## src/rtl/cpu_pkg.sv

```systemverilog
// Shared definitions for the accumulator CPU.
// The opcode encoding lives here so the ALU and the execute controller
// agree on a single set of values. It also holds the controller FSM state
// type, the instruction field positions and a few decode helpers.
package cpu_pkg;

    localparam int DATA_W = 8;

    // Instruction byte layout: [7:4] opcode, [3:2] reserved, [1:0] rs
    localparam int OPC_HI = 7;
    localparam int OPC_LO = 4;
    localparam int RS_LO  = 0;

    // Opcodes executed by the ALU
    localparam logic [3:0] OP_ADD  = 4'b0001;
    localparam logic [3:0] OP_SUB  = 4'b0010;
    localparam logic [3:0] OP_NOR  = 4'b0011;
    localparam logic [3:0] OP_MOVR = 4'b0100;
    localparam logic [3:0] OP_SHL  = 4'b1011;
    localparam logic [3:0] OP_SHR  = 4'b1100;

    // Opcodes handled entirely by the controller
    localparam logic [3:0] OP_NOP  = 4'b0000;
    localparam logic [3:0] OP_MOVA = 4'b0101;
    localparam logic [3:0] OP_JZ   = 4'b0110;
    localparam logic [3:0] OP_JC   = 4'b0111;
    localparam logic [3:0] OP_JMP  = 4'b1000;
    localparam logic [3:0] OP_LDI  = 4'b1001;
    localparam logic [3:0] OP_HALT = 4'b1010;

    typedef enum logic [2:0] {
        ST_FETCH   = 3'd0,
        ST_DECODE  = 3'd1,
        ST_EXEC    = 3'd2,
        ST_OPFETCH = 3'd3,
        ST_HALT    = 3'd4
    } state_t;

    function automatic logic is_alu_op(input logic [3:0] op);
        return op inside {OP_ADD, OP_SUB, OP_NOR, OP_MOVR, OP_SHL, OP_SHR};
    endfunction

    // Instructions whose second byte is an immediate or a jump target
    function automatic logic is_two_byte(input logic [3:0] op);
        return op inside {OP_LDI, OP_JMP, OP_JZ, OP_JC};
    endfunction

endpackage

```

## src/rtl/acc_regfile.sv

```systemverilog
// General-purpose register file for the accumulator CPU.
// NREG x 8-bit registers, one synchronous write port, one asynchronous
// read port, all registers cleared by the synchronous reset.
// Ports:
//   clk, rst        clock and synchronous active-high reset
//   we/waddr/wdata  write port (takes effect at the rising edge)
//   raddr/rdata     combinational read port
module acc_regfile
    import cpu_pkg::*;
#(
    parameter int NREG  = 4,
    parameter int IDX_W = $clog2(NREG)
) (
    input  logic              clk,
    input  logic              rst,
    input  logic              we,
    input  logic [IDX_W-1:0]  waddr,
    input  logic [DATA_W-1:0] wdata,
    input  logic [IDX_W-1:0]  raddr,
    output logic [DATA_W-1:0] rdata
);

    logic [DATA_W-1:0] regs_q [NREG];
    logic [DATA_W-1:0] regs_d [NREG];

    always_comb begin
        regs_d = regs_q;
        if (we) begin
            regs_d[waddr] = wdata;
        end
    end

    always_ff @(posedge clk) begin
        if (rst) begin
            for (int i = 0; i < NREG; i++) begin
                regs_q[i] <= '0;
            end
        end else begin
            regs_q <= regs_d;
        end
    end

    assign rdata = regs_q[raddr];

endmodule

```

## src/rtl/acc_exec_ctrl.sv

```systemverilog
// Fetch/decode/execute controller for the accumulator CPU.
// Holds ACC, the register file, PC and the Z/C flags. It fetches
// instruction bytes over a req/ack read port, drives the external ALU
// during EXEC and captures its result and flags.
// Ports:
//   clk, rst                         clock, synchronous active-high reset
//   imem_req/imem_addr               read request and address (= pc)
//   imem_ack/imem_data               read data valid and data
//   alu_accum/alu_in/alu_sel         ALU operands (ACC, R[rs]) and opcode
//   alu_result/alu_z/alu_c           ALU result and flags
//   acc, pc, zf, cf, halted          architectural state
module acc_exec_ctrl
    import cpu_pkg::*;
#(
    parameter int         NREG     = 4,
    parameter logic [7:0] RESET_PC = 8'h00
) (
    input  logic       clk,
    input  logic       rst,
    output logic       imem_req,
    output logic [7:0] imem_addr,
    input  logic       imem_ack,
    input  logic [7:0] imem_data,
    output logic [7:0] alu_accum,
    output logic [7:0] alu_in,
    output logic [3:0] alu_sel,
    input  logic [7:0] alu_result,
    input  logic       alu_z,
    input  logic       alu_c,
    output logic [7:0] acc,
    output logic [7:0] pc,
    output logic       zf,
    output logic       cf,
    output logic       halted
);

    localparam int IDX_W = $clog2(NREG);

    state_t           state_q, state_d;
    logic [7:0]       pc_q, pc_d;
    logic [7:0]       acc_q, acc_d;
    logic [3:0]       ir_op_q, ir_op_d;
    logic [IDX_W-1:0] ir_rs_q, ir_rs_d;
    logic             zf_q, zf_d;
    logic             cf_q, cf_d;
    logic             boot_q, boot_d;
    logic             rf_we;
    logic [7:0]       rf_rdata;
    logic [7:0]       pc_inc;

    acc_regfile #(
        .NREG  (NREG),
        .IDX_W (IDX_W)
    ) u_regfile (
        .clk   (clk),
        .rst   (rst),
        .we    (rf_we),
        .waddr (ir_rs_q),
        .wdata (acc_q),
        .raddr (ir_rs_q),
        .rdata (rf_rdata)
    );

    // 8-bit add wraps FF->00 on its own, including between the two bytes of an instruction
    assign pc_inc = pc_q + 8'd1;

    // Next-state and output logic. boot_q holds the request low for one
    // cycle after reset, so an ack that straddles reset can never be
    // taken as the answer to a fresh fetch.
    always_comb begin
        state_d  = state_q;
        pc_d     = pc_q;
        acc_d    = acc_q;
        ir_op_d  = ir_op_q;
        ir_rs_d  = ir_rs_q;
        zf_d     = zf_q;
        cf_d     = cf_q;
        boot_d   = 1'b0;
        imem_req = 1'b0;
        alu_sel  = OP_NOP;
        rf_we    = 1'b0;

        unique case (state_q)
            ST_FETCH: begin
                if (!boot_q) begin
                    imem_req = 1'b1;
                    if (imem_ack) begin
                        ir_op_d = imem_data[OPC_HI:OPC_LO];
                        ir_rs_d = imem_data[RS_LO +: IDX_W];
                        pc_d    = pc_inc;
                        state_d = ST_DECODE;
                    end
                end
            end
            ST_DECODE: begin
                if (is_alu_op(ir_op_q)) begin
                    state_d = ST_EXEC;
                end else if (is_two_byte(ir_op_q)) begin
                    state_d = ST_OPFETCH;
                end else if (ir_op_q == OP_MOVA) begin
                    rf_we   = 1'b1;
                    state_d = ST_FETCH;
                end else if (ir_op_q == OP_HALT) begin
                    state_d = ST_HALT;
                end else begin
                    state_d = ST_FETCH;
                end
            end
            ST_EXEC: begin
                alu_sel = ir_op_q;
                acc_d   = alu_result;
                zf_d    = alu_z;
                cf_d    = alu_c;
                state_d = ST_FETCH;
            end
            ST_OPFETCH: begin
                imem_req = 1'b1;
                if (imem_ack) begin
                    pc_d = pc_inc;
                    case (ir_op_q)
                        OP_LDI: begin
                            acc_d = imem_data;
                            zf_d  = (imem_data == 8'h00);
                        end
                        OP_JMP: pc_d = imem_data;
                        OP_JZ:  if (zf_q) pc_d = imem_data;
                        OP_JC:  if (cf_q) pc_d = imem_data;
                        default: ;
                    endcase
                    state_d = ST_FETCH;
                end
            end
            ST_HALT: ;
            default: state_d = ST_FETCH;
        endcase
    end

    // State register; reset takes priority over any handshake in flight
    always_ff @(posedge clk) begin
        if (rst) begin
            state_q <= ST_FETCH;
            pc_q    <= RESET_PC;
            acc_q   <= 8'h00;
            ir_op_q <= OP_NOP;
            ir_rs_q <= '0;
            zf_q    <= 1'b0;
            cf_q    <= 1'b0;
            boot_q  <= 1'b1;
        end else begin
            state_q <= state_d;
            pc_q    <= pc_d;
            acc_q   <= acc_d;
            ir_op_q <= ir_op_d;
            ir_rs_q <= ir_rs_d;
            zf_q    <= zf_d;
            cf_q    <= cf_d;
            boot_q  <= boot_d;
        end
    end

    assign imem_addr = pc_q;
    assign alu_accum = acc_q;
    assign alu_in    = rf_rdata;
    assign acc       = acc_q;
    assign pc        = pc_q;
    assign zf        = zf_q;
    assign cf        = cf_q;
    assign halted    = (state_q == ST_HALT);

endmodule

```

## config.mk

```make
export PLATFORM = sky130hd
export DESIGN_NAME = acc_exec_ctrl
export DESIGN_NICKNAME = d
export VERILOG_FILES = /design/src/rtl/cpu_pkg.sv /design/src/rtl/acc_regfile.sv /design/src/rtl/acc_exec_ctrl.sv
export SDC_FILE = /design/constraint.sdc
export NUM_CORES = 1
export LEC_CHECK = 0
export ABC_CLOCK_PERIOD_IN_PS = 2220
export BUFFER_PORTS_ARGS = -buffer_cell sky130_fd_sc_hd__buf_2
export CORE_MARGIN = 3
export CORE_UTILIZATION = 35
export CTS_CLUSTER_SIZE = 8
export DETAILED_ROUTE_END_ITERATION = 8
export GPL_TIMING_DRIVEN = 1
export MAX_ROUTING_LAYER = met4
export PLACE_DENSITY_LB_ADDON = 0.05
export SYNTH_ARGS = -nofsm -noshare
export SYNTH_HDL_FRONTEND = slang
export SYNTH_SLANG_ARGS = --single-unit
```

## constraint.sdc

```tcl
create_clock -name clk -period 2.22 [get_ports clk]
set_input_delay 0.111 -clock clk [delete_from_list [all_inputs] [get_ports clk]]
set_output_delay 0.111 -clock clk [all_outputs]
set_load 0.1 [all_outputs]
```

* Word-level counts from Yosys, hierarchy flattened
Cells that the tools add are included.
Storage, ports and cells: bits in registers 60, latch bits 0, memory bits (writable) 0, memory bits (read-only) 0, input bits 21, output and inout bits 48, word-level logic and storage cells 84, memories kept 0
Cells by class: $add $sub $neg 1, $mul 0, div/mod/pow operators 0, order comparisons 2, equality and inequality tests 20, shift-type cells 0, multiplexer cells 35, bitwise gates (word level) 3, reduce and logical (&&, ||, !) cells 11
Operators with widths (number):
- 8-bit 2-to-1 mux | 10
- 32-bit bitwise mux | 1
- 8-bit one-hot mux with 2 select lines | 2
- 8-bit one-hot mux with 3 select lines | 1
- 3-bit 2-to-1 mux | 7
- 4-bit equality test (second input constant) | 5
- 8-bit binary-select mux with 2-bit select | 1
- 8-bit demux with 2-bit select | 1
- 4-bit by 3-bit equality test with 1-bit output (second input constant) | 4
- 3-bit one-hot mux with 4 select lines | 1
- 8-bit by 1-bit adder with 8-bit output (second input constant) | 1
- 4-bit by 2-bit equality test with 1-bit output (second input constant) | 2
- 8-bit zero test | 1
- 1-bit 2-to-1 mux | 8
- 2-bit != test (second input constant) | 4
- 4-bit AND reduction | 2
- 3-bit by 2-bit equality test with 1-bit output (second input constant) | 2
- 3-bit AND reduction | 2
- 6-bit nonzero test | 1
- 4-bit by 1-bit equality test with 1-bit output (second input constant) | 1
- 4-bit 2-to-1 mux | 1
- 1-bit one-hot mux with 2 select lines | 2
- 2-bit nonzero test | 2
- 4-bit nonzero test | 1
- other kinds (8) | 9

* Logic depth before layout (Yosys ltp)
Gate-level depths: netlist of run 1.
word-level depth 6, gate-level depth with buffers 7, depth with buffers taken out 5

* Modules after synthesis
From an unflattened synthesis of run 1, not the netlist that was laid out.
Second synthesis, totals: cells, all modules 340, area total of the unflattened synthesis 3249.4 um^2
Modules (own cells, without submodules):
- acc_exec_ctrl | instances 1, cells each 215, area each 1781.7 um^2, sequential area each 560.5 um^2
- acc_regfile | instances 1, cells each 125, area each 1467.7 um^2, sequential area each 640.6 um^2

* Least setup slack after synthesis of run 1
Ideal clock, no wire load.
kind reg-to-reg, start register state_q[2], end register state_q[2], setup time 78 ps, arrival 2887 ps, required time 2142 ps, setup slack -745 ps, stages on the path, launching flop included 4, buffers on the path 0, clock period less this slack 2965 ps, cells stage by stage dfxtp_1 nor3b_1 a41oi_1 nor2_1
Between the ends: longest elaborated chain between the ends 3, elaborated cells between the ends (all ways) 10, those cells by class eq/ne: 6; mux: 1; bitwise: 1; reduce/logical: 2
Ends and longest elaborated chain:
- start, declared | line acc_exec_ctrl.sv:39 | state_t state_q, state_d;
- start signal, assigned | line acc_exec_ctrl.sv:150 | state_q <= state_d;
- 3-bit equality test *
- net halted | line acc_exec_ctrl.sv:34 | output logic halted
- 1-bit NOT (no line)
- 4-bit AND reduction (no line)
Mark *: on every way through the listed nets, which the timed path passes. The rest lies on a longest branch. A chain may end at the register's enable or synchronous reset.

* Final worst setup path of run 1
start register ir_rs_q[1], end output port alu_in[7]
Between the ends: longest elaborated chain between the ends 4
Ends and longest elaborated chain:
- start, declared | line acc_exec_ctrl.sv:43 | logic [IDX_W-1:0] ir_rs_q, ir_rs_d;
- start signal, assigned | line acc_exec_ctrl.sv:154 | ir_rs_q <= ir_rs_d;
- 2-bit NOT with 3-bit output (implied by the code) | line acc_regfile.sv:43 | assign rdata = regs_q[raddr];
- 8-bit binary-select mux with 2-bit select | line acc_regfile.sv:43
- 8-bit 2-to-1 mux (implied by the code) (2 in a row) | line acc_regfile.sv:43
- end, declared | line acc_exec_ctrl.sv:25 | output logic [7:0] alu_in,
No other way between the ends. The select of a mux whose other input is x is not followed.

==> impl.org, run 1 <==
** Placement
- Weighted congestion at the end of routability-driven global placement :: 0.821
- Cell total after placement :: 474
- In this run the tool buffered the top-level ports with 68 buffer cells.
- Final HPWL DP :: 5520 um

** Synthesis
- Synth area leaders :: sky130_fd_sc_hd__dfxtp_1 (40%), sky130_fd_sc_hd__mux2i_1 (12%), sky130_fd_sc_hd__nor2_1 (6.4%)
- The number of different library cells used by synthesis comes to 47.
- After Yosys synthesis, and, or, nand and nor cells account for 19.3% of the synthesized area.
- Synthesis produced a netlist with a net count of 351.
- Of the post-synthesis cell area, the dominant cell type holds 39.5%.
- Xor and xnor area share after synthesis :: 0%
- Complex-gate fraction of the synthesized area :: 13.0%
- In the synthesized netlist the async set-or-reset flop fraction comes to 0%.
- Synthesis produced a netlist whose cell count is 329.
- The Yosys step of the flow raised 0 warnings.
- Share of cell area taken by muxes after synthesis :: 18.1%
- After synthesis, the largest family of logic cells by area is simple AND/OR/NAND/NOR gates.
- In this run the cell area of the synthesized design comes to 3040 sq um.
- Adder-cell share of the synthesized area :: 0.412%
- Synthesis-stage register bit count :: 60
- Counting instances in the post-synthesis netlist gives the leading cell types as sky130_fd_sc_hd__dfxtp_1 (60), sky130_fd_sc_hd__nor2_1 (52), sky130_fd_sc_hd__mux2i_1 (37), sky130_fd_sc_hd__nand2_1 (26), sky130_fd_sc_hd__buf_4 (18).
- By instance count, the leading cell after synthesis is sky130_fd_sc_hd__dfxtp_1.
- Averaged over all synthesized cells, the footprint is 9.24 sq um.
- Number of enable-type register cells in the synthesized netlist :: 0
- Among all flip-flop cells after synthesis, the most frequent one is sky130_fd_sc_hd__dfxtp_1.
- Summing the sequential cell areas from Yosys gives 39.5% of the chip area.
- Cell taking the most area after synthesis :: sky130_fd_sc_hd__dfxtp_1

** Critical path
- Top Family by Delay on Critical Path :: flip-flops
- The critical path goes through mux4_2 > buf_2.
- Critical path buffer and inverter count :: 1
- Arrival time at the worst endpoint :: 1.83 ns
- STA classifies the critical path endpoint as an output port.
- Flop-to-flop setup slack :: 0.37 ns
- Number of cells on the worst reg-to-reg path :: 5
- The worst setup path is launched from a register.
- CP peak stage delay :: 0.61 ns
- Critical Path RT :: 2.11 ns
- In this run the critical register-to-register path is launched from ir_op_q[2].
- Slowest-stage cell, CP :: sky130_fd_sc_hd__dfxtp_1
- In this run the worst path has a maximum fanout of 8.
- The endpoint identified for the worst register-to-register timing path is u_regfile.regs_q[29].
- Classification of the worst setup path :: reg -> out

** Cells and area
- Cells with a size suffix above 1 make up 30.1% of the layout.
- End-of-flow core utilization :: 42.8%
- Antenna Diode Count :: 0
- Non-filler cells in the finished layout :: 490
- After filler insertion, the fill cell instance count of the layout stands at 874.
- Area Growth Syn to Fin :: 17.5%
- In the final design database the tool counted 402 nets.

** Floorplanning
- Horiz. Die Dim :: 99.2 um
- The initial utilization of the core area, before any placement, comes to 36.4%.
- The floorplan step defined a die boundary enclosing 9840 sq um.
- # rows :: 33
- The floorplan step defined a core boundary enclosing 8340 sq um.
- Ports placed on the boundary :: 69
- Die Ht :: 99.2 um

** Status
- Run status :: finished, final reports clean

** Min path
- In this run the most critical hold path is launched from alu_c.
- Hold-critical path endpoint :: cf
- Hold path depth :: 3
- In this run the worst hold path is classified as in -> reg.

** Power and ir drop
- Flop pwr share :: 47.2%
- Switching pwr :: 0.000685 W
- For this design the static power due to leakage is 1.62 nW.
- Net switching share of the total power :: 28.9%
- For this design the ratio of total power to cell area is 663 nW/um^2.
- Power Internal :: 0.00168 W
- Clock Power Share :: 41.7%
- Combinational power share :: 11.1%
- Maximum vdd ir drop :: 0.000256 V

** Timing
- Hold timing on the final database bottoms out at a slack of 0.0183 ns.
- Counting I/O delays and the setup requirement, the final critical path takes 1.94 ns.
- Final count of pins violating max slew :: 0
- Setup repair after global routing left no endpoint under its margin.
- The final hold violation count is 0.
- Fin Clk Skew :: 0.00916 ns
- At the pin with the least slew margin, the transition time is 0.662 ns.
- Final Cycle Share :: 87.3%
- Setup violations remaining at the end of the flow were counted as 0.
- Worst-case headroom to the max-slew limit :: 55.8%
- After routing, the total negative slack on setup checks comes to 0 ns.
- Based on the critical path, the design can be clocked at up to 0.516 GHz.

** Drt
- After detailed routing, the number of remaining DRC violations is 0.
- Dividing the detail-routed via count by the number of cells gives 5.20.
- Dividing the detail-routed wire length by the instance count gives 16.3 um.
- Detailed-router iteration count before antenna repair :: 4
- Summed over all layers, the routed wires come to 8000 um.
- Violation count after the first detailed-routing iteration :: 94
- Once detail routing completed, the nets flagged for antenna violations numbered 0.
- Summing over every cut layer, the via total after detailed routing is 2550.

** Clock tree
- CTS-repair resized insts :: 0
- Clock transition time at the flip-flop clock pins of the worst setup and hold paths :: 0.07 ns
- Counting along the longest clock path gives a buffer depth of 2.
- The H-tree generated during clock tree synthesis spans 3 levels.
- CTS tree :: built
- Cts bufs inserted :: 9
- After clock tree synthesis, the setup repair step added 0 buffers.
- In this run, post-CTS hold repair placed 0 buffers.
- Number of clock sinks :: 60
- Clock Tree Root :: sky130_fd_sc_hd__clkbuf_8
- Clock Latency Late Sink :: 0.34 ns

** Global routing
- Number of antenna violations at the first check in global routing :: 0
- Entering global routing, the biggest net connects 61 pins.
- In the global route stage, overall resource usage came out at 17.0%.
- For this run the aggregate overflow at the end of global routing stands at 0.
- The via count of the first global-routing pass is 2363.
- Wire length of the first global-routing pass :: 12700 um

** Flow run
- Across the run, the number of max-cap violations was 0.
==> placed cells by master (no fill, tap or decap), types with 4 or more instances in the layout <==
cell / Yosys / final
sky130_fd_sc_hd__nand3_1: 4 / 4
sky130_fd_sc_hd__mux4_2: 8 / 8
sky130_fd_sc_hd__a311oi_1: 10 / 10
sky130_fd_sc_hd__dfxtp_1: 60 / 60
sky130_fd_sc_hd__buf_4: 18 / 16
sky130_fd_sc_hd__a21oi_1: 7 / 6
sky130_fd_sc_hd__nand4_1: 4 / 4
sky130_fd_sc_hd__nand2b_1: 4 / 4
sky130_fd_sc_hd__buf_2: 6 / 68
sky130_fd_sc_hd__clkbuf_8: 0 / 9
sky130_fd_sc_hd__and2_1: 6 / 6
sky130_fd_sc_hd__mux2i_1: 37 / 37
sky130_fd_sc_hd__inv_1: 6 / 6
sky130_fd_sc_hd__nand2_1: 26 / 26
sky130_fd_sc_hd__nor3_1: 4 / 4
sky130_fd_sc_hd__nor2_1: 52 / 52
sky130_fd_sc_hd__a31oi_1: 8 / 8
sky130_fd_sc_hd__o22ai_1: 4 / 4
==> layout make-up <==
type	instances	area [sq um]	area share, %
clock buffers	9	124	3.47
clock inverters	7	76.3	2.14
inverters	6	22.5	0.631
multi-input cells	219	1550	43.5
flip-flops and latches	60	1200	33.6
well taps	105	131	3.68
repair buffers	84	460	12.9
==> worst max-delay path by stage <==
stage,start,end,slack (ns),cells after the start
2_1_floorplan,cf,imem_addr[1],0.07,4
3_3_place_gp,ir_op_q[2],u_regfile.regs_q[25],0.42,5
3_5_place_dp,ir_op_q[2],u_regfile.regs_q[29],0.37,5
4_1_cts,ir_rs_q[1],alu_in[7],0.24,2
5_1_grt,ir_rs_q[1],alu_in[7],0.21,2
6_report,ir_rs_q[1],alu_in[7],0.28,2
==> worst register-to-register path, delay by kind of cell (launching register included) <==
kind / cells / cell delay [ns]
AND/OR/NAND/NOR: 3 / 0.80
flip-flops: 1 / 0.51
multiplexers: 1 / 0.24
buffers and inverters: 1 / 0.17
==> per-layer routing <==
metal / part of all wire [%] / track usage [%] / vias up / wire [um]
li1: - / - / 1271 / -
met1: 50 / 23.3 / 1212 / 4010
met2: 45 / 25.1 / 61 / 3560
met3: 4.2 / 3.02 / 6 / 334
met4: 1.1 / 6.30 / 0 / 90
met5: 0 / - / - / 0
==> power groups by stage <==
| stage | combinational, W | clock [W] | sequential (W) |
|---|---|---|---|
| 2_1_floorplan | 0.000172 | 0 | 0.00117 |
| 3_3_place_gp | 0.000265 | 0 | 0.00114 |
| 3_5_place_dp | 0.000265 | 0 | 0.00114 |
| 4_1_cts | 0.000266 | 0.00103 | 0.00112 |
| 5_1_grt | 0.000281 | 0.00108 | 0.00112 |
| 6_report | 0.000264 | 0.000987 | 0.00112 |
==> flip-flops by register name, indices dropped and copies added, names as in the netlist <==
register,count
ir_rs_q,2
boot_q,1
cf,1
state_q,3
acc,8
u_regfile.regs_q,32
ir_op_q,4
zf,1
imem_addr,8
==> per-stage QoR <==
step	worst slack [ns]	total power, W	instance area [sq um]
after floorplan	0.0684	0.00135	3050
after global placement	0.416	0.00141	3370
after detailed placement	0.372	0.00141	3370
after CTS	0.235	0.00241	3570
after global routing	0.209	0.00248	3570
final	0.281	0.00237	3570
==> cells by family after synthesis <==
kind of cell,count (synthesis)
adders and majority gates,1
muxes,45
buffers and inverters,50
AOI/OAI and AO/OA,53
DFF,60
and+or+nand+nor,120
Note: power is estimated with default switching activity, not from simulation.
==> inputs of run 2 (changes only) <==
Settings changed: ABC_AREA set to 1, SKIP_CTS_REPAIR_TIMING set to 1.
==> run 2 against run 1 <==
  * Synthesized cell count grew 36%
  * Combinational power is 130% higher
  * Flip-flop and latch count is the same
  * Synthesized area increased by 0.66%
  * Final cell count rose by 24%
  * Count of clock-buffer cells in the layout is the same
  * Clock skew rose by 0.00099 ns
  * Critical endpoint is now alu_in[1]
==> impl.org, run 2 <==
** Status
- The run finished with clean final reports.

** Synthesis
- Synthesis-stage register bit count :: 60
- Synthesis produced a netlist with a net count of 468.
- A synthesized cell averages 6.86 sq um.
- Cell taking the most area after synthesis :: sky130_fd_sc_hd__dfxtp_1
- In the synthesized netlist the dominant register cell turns out to be sky130_fd_sc_hd__dfxtp_1.
- In the post-synthesis netlist, the biggest area contributors are sky130_fd_sc_hd__dfxtp_1 (39%), sky130_fd_sc_hd__inv_1 (8.8%), sky130_fd_sc_hd__nand2_1 (8.2%).
- Async SR Flop Fraction :: 0%
- Number of enable-type register cells in the synthesized netlist :: 0
- By count the netlist is led by sky130_fd_sc_hd__inv_1 (72), sky130_fd_sc_hd__nand2_1 (67), sky130_fd_sc_hd__dfxtp_1 (60), sky130_fd_sc_hd__nor2_1 (55), sky130_fd_sc_hd__o21ai_0 (48).
- Synthesis instantiated 27 different standard cells from the library.
- Cell with the most instances after synthesis :: sky130_fd_sc_hd__inv_1
- Part of the Yosys area used for sequential elements :: 39.3%
- Post-synth top area share :: 39.3%
- The synthesized netlist occupies a cell area of 3060 sq um.
- Yosys warnings :: 0
- Counting every instance in the synthesized netlist gives 446.

** Global routing
- Global routing finished with a remaining overflow of 0.
- The first global-routing pass estimated 12800 um of wire.
- Pin count of the biggest net entering global routing :: 50
- The via count of the first global-routing pass came to 2606.
- The initial antenna violation count was 0.
- In the global route stage, overall resource usage came out at 16.8%.

** Floorplanning
- The floorplan step set the die height to 99.5 um.
- The floorplan has 33 rows.
- Horiz. Die Dim :: 99.5 um
- Die area :: 9900 sq um
- In this run the count of I/O pins placed on the die edge is 69.
- Effective utilization at floorplan :: 36.7%
- Core area :: 8340 sq um

** Drt
- The first TritonRoute pass finished after 4 iterations.
- Using the TritonRoute via totals, the vias-per-cell ratio works out to 4.77.
- The detailed router placed 2900 vias in this run.
- The detailed router finished its first iteration with 96 violations.
- ANT nets after route :: 0
- For this run, design rule violations remaining after detail routing come to 0.
- The final layout contains routed wiring with a total length of 8110 um.
- Wire length per cell after detailed routing :: 13.3 um

** Power and ir drop
- For this design the ratio of total power to cell area is 775 nW/um^2.
- Maximum vdd ir drop :: 0.000452 V
- In this run the static leakage power is 1.72 nW.
- Overall power consumption after layout is estimated at 0.00277 W.

** Critical path
- Critical Path RT :: 2.11 ns
- The critical path contains buffers and inverters numbering 3 combined.
- STA classifies the critical path startpoint as a register.
- Worst Setup End Kind :: output port
- CP peak stage delay :: 0.47 ns
- The kind of cell with the highest combined delay along the critical path is buffers and inverters.
- The critical path goes through inv_1 > nor2_1 > inv_1 > o221ai_1 > buf_2.
- Classification of the worst setup path :: reg -> out
- Of all nets on the critical path, the largest fanout is 8.
- On the critical path, the stage with the largest delay is an instance of sky130_fd_sc_hd__buf_2.
- Data on the critical path arrives at its endpoint at 1.92 ns.
- Most repeated library cell on the critical path :: sky130_fd_sc_hd__inv_1

** Cells and area
- In the final layout, flip-flops and latches occupy 1200 sq um.
- Share of layout cells above drive strength 1 :: 19.7%
- Multi-input logic area :: 1390 sq um
- Most common cell after layout, fill and taps aside :: sky130_fd_sc_hd__inv_1
- After routing the design area is 3570 sq um.
- Fill cells in the final layout number 920.
- Most flop-heavy register :: u_regfile.regs_q
- Area Growth Syn to Fin :: 16.7%
- Number of flip-flops in the largest register :: 32
- 0 antenna diodes ended up in the layout.
- Net count reported at finish :: 520
- The top cell types in the final layout, fill and taps aside, are sky130_fd_sc_hd__inv_1 (72), sky130_fd_sc_hd__buf_2 (68), sky130_fd_sc_hd__nand2_1 (67), sky130_fd_sc_hd__dfxtp_1 (60), sky130_fd_sc_hd__nor2_1 (55).
- End-of-flow core utilization :: 42.8%

** Timing
- Highest achievable clock rate :: 0.493 GHz
- Worst Max-Slew Pin Slew :: 0.494 ns
- # setup viols final :: 0
- Hold timing on the final database bottoms out at a slack of 0.0306 ns.
- The final number of max-transition violations came to 0.
- Fin Clk Skew :: 0.0101 ns
- Worst-case headroom to the max-slew limit :: 67.3%
- Period minus WS final :: 2.03 ns
- The final hold violation count is 0.
- Setup repair after global routing left no endpoint under its margin.
- Of the available clock period, the critical path in the final layout requires 91.4%.

** Clock tree
- TritonCTS built the clock tree.
- Counting along the longest clock path gives a buffer depth of 2.
- Cts bufs inserted :: 9
- Clock transition time at the flip-flop clock pins of the worst setup and hold paths :: 0.07 ns
- Clock H-tree levels :: 3
- Number of clock sinks :: 60
- In this run the clock root is driven by a sky130_fd_sc_hd__clkbuf_8.
- The later pin in the worst-skew pair is clocked with a latency of 0.34 ns.

** Placement
- After legalization and detailed placement, the total HPWL measured 5940 um.
- Total placed instance area :: 3370 sq um
- Weighted congestion at the end of routability-driven global placement :: 0.842
- During placement, the flow inserted port buffers numbering 68.

** Min path
- The tightest min-delay check is of the in -> reg type.

** Flow run
- The tool flagged a number of max-cap violations equal to 0.
run 2: changes by cell type after synthesis, moves of 10 or more:
cell | previous run | this run
sky130_fd_sc_hd__inv_1 | 6 | 72
sky130_fd_sc_hd__o21ai_0 | 3 | 48
sky130_fd_sc_hd__nand2_1 | 26 | 67
sky130_fd_sc_hd__mux2i_1 | 37 | 0
sky130_fd_sc_hd__a21oi_1 | 7 | 39
sky130_fd_sc_hd__nand3_1 | 4 | 28
sky130_fd_sc_hd__a311oi_1 | 10 | 0
run 2: per-stage QoR:
stage	cells	setup TNS [ns]	setup WS, ns
3_5_place_dp	592	0	0.393
6_report	608	0	0.192
2_1_floorplan	446	-1.29	-0.184
4_1_cts	608	0	0.171
3_3_place_gp	592	0	0.389
5_1_grt	608	0	0.0580
run 2: path summary, 6_finish.rpt:
check                             from                   end  slack (ns)  depth (start not counted)
setup reg to reg            ir_op_q[1]                acc[7]        0.39                          8
hold reg to reg   u_regfile.regs_q[16]  u_regfile.regs_q[16]        0.45                          2
hold / removal                     rst                boot_q        0.03                          1
setup / recovery            ir_rs_q[1]             alu_in[1]        0.19                          5
run 2: worst register-to-register path, delay by kind of cell, from the launching register on:
family                 cells  cell delay [ns]
buffers and inverters      2             0.32
flip-flops                 1             0.33
AND/OR/NAND/NOR            6             1.07
run 2: final cells by class:
type	count	share of cell area, %
Clock buffer	9	3.47
Sequential cell	60	33.6
Timing Repair Buffer	71	10.2
Inverter	76	7.99
Clock inverter	7	2.10
Tap cell	105	3.68
Multi-Input combinational cell	280	38.9
run 2: layer usage:
layer | vias to the layer above | track usage [%] | wire, um
li1 | 1532 | - | -
met1 | 1267 | 20.5 | 3760
met2 | 87 | 26.9 | 3830
met3 | 14 | 4.77 | 380
met4 | 0 | 5.46 | 147
met5 | - | - | 0
run 2: where the power goes:
part	switching, W	leakage, nW	internal, W	total, W
clock network	0.000470	0.0923	0.000523	0.000993
logic	0.000504	1.14	0.000109	0.000614
registers	0.0000483	0.487	0.00111	0.00116
run 2: cells by family (layout without fill, tap and decap cells):
group	after synthesis	after routing	share of synthesized area (%)
flip-flops	60	60	39.3
XOR/XNOR	4	4	1.15
AND/OR/NAND/NOR	164	164	23.5
buffers and inverters	106	163	15.5
adder cells (fa/ha/maj)	1	1	0.409
AO/OA/AOI/OAI	111	111	20.2
